## src/rtl/mmio_timer_pkg.sv

```systemverilog
// Shared constants for the memory-mapped down-counting timer: register
// offsets, CTRL bit positions, MODE encodings and FSM state encodings.
package mmio_timer_pkg;

   // Word offsets on the CPU data bus
   localparam logic [1:0] ADDR_CTRL   = 2'd0;
   localparam logic [1:0] ADDR_PRESET = 2'd1;
   localparam logic [1:0] ADDR_COUNT  = 2'd2;
   localparam logic [1:0] ADDR_RSVD   = 2'd3;

   // CTRL register layout: {IM, MODE[1:0], EN}
   localparam int CTRL_W        = 4;
   localparam int CTRL_EN_BIT   = 0;
   localparam int CTRL_MODE_LSB = 1;
   localparam int CTRL_MODE_MSB = 2;
   localparam int CTRL_IM_BIT   = 3;

   // MODE encodings; 2'b10 and 2'b11 behave as one-shot
   typedef enum logic [1:0] {
      MODE_ONESHOT = 2'b00,
      MODE_RELOAD  = 2'b01
   } mode_e;

   // Counter FSM states
   typedef enum logic [1:0] {
      ST_IDLE = 2'd0,
      ST_LOAD = 2'd1,
      ST_CNT  = 2'd2,
      ST_INT  = 2'd3
   } state_e;

   // Only the exact auto-reload code reloads; every other code is one-shot.
   function automatic logic is_reload(input logic [1:0] mode);
      return (mode == MODE_RELOAD);
   endfunction

endpackage

```

## src/rtl/mmio_timer_if.sv

```systemverilog
// CPU data-bus port of the timer: select/strobe/offset/data in, combinational
// read data and level interrupt out.
interface mmio_timer_if;

   logic        sel;
   logic        we;
   logic [1:0]  addr;
   logic [31:0] wdata;
   logic [31:0] rdata;
   logic        irq;

   modport master (output sel, output we, output addr, output wdata,
                   input  rdata, input irq);

   modport slave  (input  sel, input we, input addr, input wdata,
                   output rdata, output irq);

endinterface

```

## src/rtl/mmio_timer.sv

```systemverilog
// Memory-mapped down-counting timer with one-shot and auto-reload modes.
// Registers: CTRL (EN, MODE, IM), PRESET (reload value), COUNT (read-only).
// A one-shot expiry leaves a pending flag that only a CTRL write clears;
// an auto-reload expiry pends for the single INT cycle before reloading.
module mmio_timer
   import mmio_timer_pkg::*;
(
   input  logic        clk,
   input  logic        reset,
   mmio_timer_if.slave bus
);

   logic [CTRL_W-1:0] r_ctrl;
   logic [31:0]       r_preset;
   logic [31:0]       r_count;
   logic              r_pend;
   logic              r_irq;
   state_e            r_state;

   logic              w_wr_ctrl;
   logic              w_wr_preset;
   logic              w_en;
   logic              w_reload;
   logic              w_expire;
   logic              w_int_reload;
   logic              w_int_oneshot;
   logic [CTRL_W-1:0] w_ctrl_next;
   logic              w_pend_next;
   logic [31:0]       w_rdata;

   // Bus write decode; COUNT and the reserved offset have no write path.
   assign w_wr_ctrl   = bus.sel & bus.we & (bus.addr == ADDR_CTRL);
   assign w_wr_preset = bus.sel & bus.we & (bus.addr == ADDR_PRESET);

   assign w_en     = r_ctrl[CTRL_EN_BIT];
   assign w_reload = is_reload(r_ctrl[CTRL_MODE_MSB:CTRL_MODE_LSB]);

   // Expiry happens on the CNT cycle that sees COUNT<=1 with EN still set,
   // so PRESET=0 expires exactly like PRESET=1 and COUNT never wraps.
   assign w_expire      = (r_state == ST_CNT) & w_en & (r_count <= 32'd1);
   assign w_int_reload  = (r_state == ST_INT) & w_reload;
   assign w_int_oneshot = (r_state == ST_INT) & ~w_reload;

   // Next CTRL: one-shot expiry drops EN, but a coincident software write wins.
   always_comb begin
      // NOTE: every combinational output gets a default first, so no path
      // can leave it unassigned and infer a latch.
      w_ctrl_next = r_ctrl;
      if (w_int_oneshot) begin
         w_ctrl_next[CTRL_EN_BIT] = 1'b0;
      end
      if (w_wr_ctrl) begin
         w_ctrl_next = bus.wdata[CTRL_W-1:0];
      end
   end

   // Next pending flag: a new expiry takes priority over any clear.
   always_comb begin
      w_pend_next = r_pend;
      if (w_wr_ctrl || w_int_reload) begin
         w_pend_next = 1'b0;
      end
      if (w_expire) begin
         w_pend_next = 1'b1;
      end
   end

   // Software-visible registers, pending flag and the registered irq.
   always_ff @(posedge clk or negedge reset) begin
      if (!reset) begin
         r_ctrl   <= '0;
         r_preset <= '0;
         r_pend   <= 1'b0;
         r_irq    <= 1'b0;
      end else begin
         // NOTE: sequential state uses non-blocking assignments so every
         // flop samples pre-edge values regardless of statement order.
         r_ctrl <= w_ctrl_next;
         if (w_wr_preset) begin
            r_preset <= bus.wdata;
         end
         r_pend <= w_pend_next;
         // irq mirrors pend&IM as they will stand after this edge
         r_irq  <= w_pend_next & w_ctrl_next[CTRL_IM_BIT];
      end
   end

   // Counter FSM: IDLE -> LOAD -> CNT ... -> INT -> (LOAD | IDLE).
   always_ff @(posedge clk or negedge reset) begin
      if (!reset) begin
         r_state <= ST_IDLE;
         r_count <= '0;
      end else begin
         case (r_state)
            ST_IDLE: begin
               if (w_en) begin
                  r_state <= ST_LOAD;
               end
            end
            ST_LOAD: begin
               r_count <= r_preset;
               r_state <= ST_CNT;
            end
            ST_CNT: begin
               if (!w_en) begin
                  r_state <= ST_IDLE;
               end else if (r_count <= 32'd1) begin
                  r_count <= '0;
                  r_state <= ST_INT;
               end else begin
                  r_count <= r_count - 32'd1;
               end
            end
            ST_INT: begin
               r_state <= w_reload ? ST_LOAD : ST_IDLE;
            end
            default: begin
               r_state <= ST_IDLE;
            end
         endcase
      end
   end

   // Combinational read mux on addr alone; sel does not gate it.
   always_comb begin
      w_rdata = '0;
      case (bus.addr)
         ADDR_CTRL:   w_rdata = {{(32-CTRL_W){1'b0}}, r_ctrl};
         ADDR_PRESET: w_rdata = r_preset;
         ADDR_COUNT:  w_rdata = r_count;
         default:     w_rdata = '0;
      endcase
   end

   assign bus.rdata = w_rdata;
   assign bus.irq   = r_irq;

endmodule

```

## src/flat_wrapper.sv

```systemverilog
// flat-port wrapper written by rule: the top's interface ports become plain ports
module mmio_timer_flat import mmio_timer_pkg::*;
  (clk, reset, bus_sel, bus_we, bus_addr, bus_wdata, bus_rdata, bus_irq);
  mmio_timer_if bus_i ();
  input  logic clk;
  input  logic reset;
  input wire logic [$bits(bus_i.sel)-1:0] bus_sel;
  input wire logic [$bits(bus_i.we)-1:0] bus_we;
  input wire logic [$bits(bus_i.addr)-1:0] bus_addr;
  input wire logic [$bits(bus_i.wdata)-1:0] bus_wdata;
  output wire logic [$bits(bus_i.rdata)-1:0] bus_rdata;
  output wire logic [$bits(bus_i.irq)-1:0] bus_irq;
  assign bus_i.sel = bus_sel;
  assign bus_i.we = bus_we;
  assign bus_i.addr = bus_addr;
  assign bus_i.wdata = bus_wdata;
  assign bus_rdata = bus_i.rdata;
  assign bus_irq = bus_i.irq;
  mmio_timer u_core (.clk(clk), .reset(reset), .bus(bus_i));
endmodule
```

## config.mk

```make
export PLATFORM = sky130hd
export DESIGN_NAME = mmio_timer_flat
export DESIGN_NICKNAME = d
export VERILOG_FILES = /design/src/rtl/mmio_timer_pkg.sv /design/src/rtl/mmio_timer_if.sv /design/src/rtl/mmio_timer.sv /design/src/flat_wrapper.sv
export SDC_FILE = /design/constraint.sdc
export NUM_CORES = 1
export LEC_CHECK = 0
export ABC_CLOCK_PERIOD_IN_PS = 2500
export CORE_ASPECT_RATIO = 2
export CORE_MARGIN = 4
export CORE_UTILIZATION = 45
export DETAILED_ROUTE_END_ITERATION = 10
export PLACE_DENSITY = 0.7
export SLEW_MARGIN = 0
export SYNTH_ARGS = -nofsm -noshare
export SYNTH_HDL_FRONTEND = slang
export SYNTH_SLANG_ARGS = --single-unit
```

## constraint.sdc

```tcl
create_clock -name clk -period 2.5 [get_ports clk]
set_input_delay 0.625 -clock clk [delete_from_list [all_inputs] [get_ports clk]]
set_output_delay 0.625 -clock clk [all_outputs]
set_load 0.1 [all_outputs]
```

; ---- Word level (Yosys, flattened, before mapping)
; Cells that the tools add are included.
[word_totals]
ff_bits = 72
latch_bits = 0
ram_bits = 0
rom_bits = 0
in_bits = 38
output_inout_bits = 33
wordCells = 48
memories = 0
[op_classes]
n_addsub = 1
multipliers = 0
div_mod_pow = 0
n_lt_le_gt_ge = 1
eq_ne = 9
shift = 0
muxes = 13
n_bitwise = 9
reduce_logical = 7
[op_table]
columns = cell, n
row1 = $pmux 32 s3, 1
row2 = $mux 32, 2
row3 = $pmux 32 s2, 1
row4 = $le 32x1->1 const B, 1
row5 = $sub 32x1->32 const B, 1
row6 = $and 1x1->1, 8
row7 = $pmux 2 s4, 1
row8 = $eq 2x1->1 const B, 3
row9 = $eq 2x2->1 const B, 3
row10 = $mux 2, 3
row11 = $logic_not 2->1, 2
row12 = $mux 1, 4
row13 = $mux 4, 1
row14 = $ne 2x1->1 const B, 2
row15 = $reduce_and 2->1, 2
row16 = $reduce_bool 2->1, 2
row17 = $ne 3x3->1 const B, 1
row18 = $logic_or 1x1->1, 1
row19 = $not 1->1, 1

; ---- Depth between registers and ports, before layout
[logic_depth]
word_depth = 6
depth_mapped = 8
ltp_nobuf = 7

; ---- Least setup slack after synthesis
; Ideal clock, no wire load.
[synth_timing]
kind = input to output
startpoint = input bus_addr[1]
endpoint = output bus_rdata[2]
arrival_time_ns = 3.112
required_time_ns = 1.875
slack_ns = -1.237
stages = 3
n_path_buf = 1
path_cell_list = clkbuf_1 > mux2i_1 > o21ai_0
[synth_via]
elab_chain_cells = 2
elab_cells_between_ends = 4
[synth_lines]
columns = item, line_no
row1 = from (decl), flat_wrapper.sv:9  ; input wire logic [$bits(bus_i.addr)-1:0] bus_addr;
row2 = "$eq 2x2->1, or another cell as far along", mmio_timer.sv:127  ; case (bus.addr)
row3 = $pmux 32 s3 *, mmio_timer.sv:127
row4 = to (decl), flat_wrapper.sv:11  ; output wire logic [$bits(bus_i.rdata)-1:0] bus_rdata;
; Every way passes the cells marked *; elsewhere a longest branch is shown, timed or not.

; ---- Worst setup path after layout
[layout_timing]
startpoint = input bus_addr[0]
endpoint = output bus_rdata[29]
; Same word-level chain as after synthesis.

==> qor.txt <==
status: finished clean
Max Cap Viol: 0
pwr/cell area: 1200 nW/µm²
Die Y: 141 µm
Clk pin slew, worst setup/hold paths: 60 ps
Clk pwr share: 21.9%
IO buf count: 70
Max Transition Viols Final: 0
routed length per instance: 21.7 µm
syn_nets: 427
CTS root buf: clkbuf_16
Initial DRT Pass Iterations: 6
Post-synth EDFFs: 0
CP max stage cell: bufbuf_16
CTS H-tree depth: 3
CTS buffer count: 9
CP max FO: 7
Synth cell types: 56
worst hold margin: 219 ps
# diodes: 0
fillers: 646
Synth top cells by count: dfrtp_1 (72), mux2_2 (35), nand3_1 (33), nand2_1 (30), a22o_1 (29)
die area: 10500 µm²
Startpoint Class: input port
via count of the first global-routing pass: 3990
Worst Path Buf+Inv: 5
clk_skew: 4.07 ps
first-pass GRT wire length: 20700 µm
core footprint: 8650 µm²
Cell Count, Final, Fillers Out: 591
combinational power share: 49.0%
Synth area leaders: dfrtp_1 (45%), mux2_2 (9.9%), a22o_1 (6.4%), nand3_1 (4.1%), a22oi_1 (3.2%)
largest net degree at the start of global routing: 33
VDD IR max: 0.000732 V
Hold Fails Final Rpt: 0
drt via density: 6.57
setup total negative slack: 0 ps
DRC Markers: 0
Final setup viols: 0
RSZ-0062 raised after global routing: false
post-DP HPWL: 8970 µm
die width: 74.6 µm
share of cells above drive strength 1: 36.3%
cells after synthesis: 387
Synth Area per Inst: 10.3 µm²
WP data required: 1880 ps
Min-Delay Path Class: in -> async
static leakage: 2.57 nW
FFs w/ async S/R, synth: 100%
register area share after synthesis: 45.1%
top cell type by total area after synthesis: dfrtp_1
Syn. warnings: 0
Overall Global Routing Usage: 25.9%
Sw Ratio: 42.7%
register bit total from synthesis: 72
share of the synthesized area in the top cell type: 45.1%
clock buffer depth: 2
CTS tree: done
CP Class: in -> out
Worst Path Arrival: 1840 ps
initial antenna violation count: 0
final net count: 526
fmax: 406 MHz
fin crit period: 2470 ps
internal power: 0.00415 W
count leader, synth: dfrtp_1
Cell Chain, Critical Path: dlygate4sd2_1, buf_6, nor2b_4, buf_4, bufbuf_16, a22o_4, buf_12
Final ANT Viol Nets: 0
Post-Place Cells: 569
Ports: 71
CP top delay family: buffers and inverters
Mapped Area: 3990 µm²
top_reg_cell synth: dfrtp_1
clk sink count: 72
Slew headroom: 67.4%
Overflow after GRT: 0
register share of total power: 29.1%
GPL Wtd Cong: 0.865
DRT Wirelength: 12900 µm
Hold-fix buffers, CTS: 0
Worst-Margin Slew: 485 ps
worst stage delay on the critical path: 280 ps
post-route clock period utilization: 98.6%
Initial Utilization: 46.2%
via count: 3880
Area Growth Syn to Fin: 51.7%
drt initial violations: 335
Setup crit end kind: primary output
Skew-Pair Late Insertion Delay: 330 ps
# rows: 48
Sw Pwr: 0.00310 W
[power groups by stage]
stage | clock, W | combinational (W) | sequential (W)
2_1_floorplan | 0 | 0.00234 | 0.00197
3_3_place_gp | 0 | 0.00340 | 0.00207
3_5_place_dp | 0 | 0.00348 | 0.00210
4_1_cts | 0.00160 | 0.00353 | 0.00208
5_1_grt | 0.00166 | 0.00377 | 0.00215
6_report | 0.00158 | 0.00355 | 0.00211
[path summary, 6_finish.rpt]
| path | from | end | slack [ps] | cells past startpoint |
|---|---|---|---|---|
| worst min-delay path | reset | u_core.r_preset[30] | 220 | 1 |
| worst min register to register | u_core.r_ctrl[1] | u_core.r_ctrl[1] | 540 | 1 |
| worst max-delay path | bus_addr[0] | bus_rdata[29] | 30 | 7 |
| max in group asynchronous | reset | u_core.r_preset[16] | 1520 | 3 |
| worst max register to register | u_core.r_count[15] | u_core.r_count[26] | 90 | 5 |
| min in group clk | u_core.r_ctrl[1] | u_core.r_ctrl[1] | 540 | 1 |
[per-stage QoR]
| step | cell area, µm² | setup WS, ps | total power [W] | util [%] |
|---|---|---|---|---|
| CTS | 6040 | 12.5 | 0.00721 | 69.8 |
| finish | 6060 | 34.8 | 0.00724 | 70.0 |
| detailed placement | 5580 | -169 | 0.00558 | 64.5 |
| floorplan | 4220 | -3.99 | 0.00431 | - |
| global placement | 5580 | -154 | 0.00547 | 64.5 |
| global route | 6060 | 5.75 | 0.00757 | 70.0 |
[flip-flops by register name (all words and copies together) (netlist names)]
name             cells
u_core.r_count      32
u_core.r_preset     32
u_core.r_ctrl        4
u_core.r_state       2
u_core.bus.irq       1
u_core.r_pend        1
[timing repair]
action | CTS | global route
gates cloned | 2 | 0
gates resized for setup | 7 | 3
setup endpoints to repair | 32 | 18
buffers inserted | 2 | 2
pin swaps | 0 | 1
[layer usage]
layer,track usage (%),routed length [µm]
met3,3.93,675
met1,29.1,4250
met4,11.6,487
met2,46.4,7440
met5,0,0
[layout by cell type, fill, tap and decap left out, types with 4 or more instances in the layout]
cell	count
dfrtp_1	72
buf_12	38
buf_4	37
mux2_2	35
clkdlybuf4s50_1	34
nand3_1	33
nand2_1	30
a22o_4	22
a22oi_1	17
nor2_1	13
a21oi_1	11
or3_1	10
clkbuf_16	9
or4_1	8
nor3_1	8
o211ai_1	8
o21ai_0	7
a22o_2	6
a32oi_1	6
inv_1	5
mux2i_1	4
nand3b_1	4
nor4_1	4
o311ai_0	4
o311ai_1	4
bufinv_16	4
[area by class of cell]
| type | instances | area (µm²) | area share (%) |
|---|---|---|---|
| clock buffer | 10 | 239 | 3.95 |
| timing repair buffer | 115 | 1470 | 24.3 |
| tap | 100 | 125 | 2.07 |
| multi-input combinational | 282 | 2270 | 37.5 |
| sequential | 72 | 1800 | 29.8 |
| inverter | 6 | 22.5 | 0.372 |
| clock inverter | 6 | 130 | 2.15 |
[kinds of logic after synthesis]
kind of cell	after synthesis	share of synthesized area (%)
simple gates	133	18.7
fa+ha+maj	2	0.627
mux	39	10.9
buf+inv	33	4.11
flops	72	45.1
compound gates	108	20.6
(Power assumes the default switching activity.)
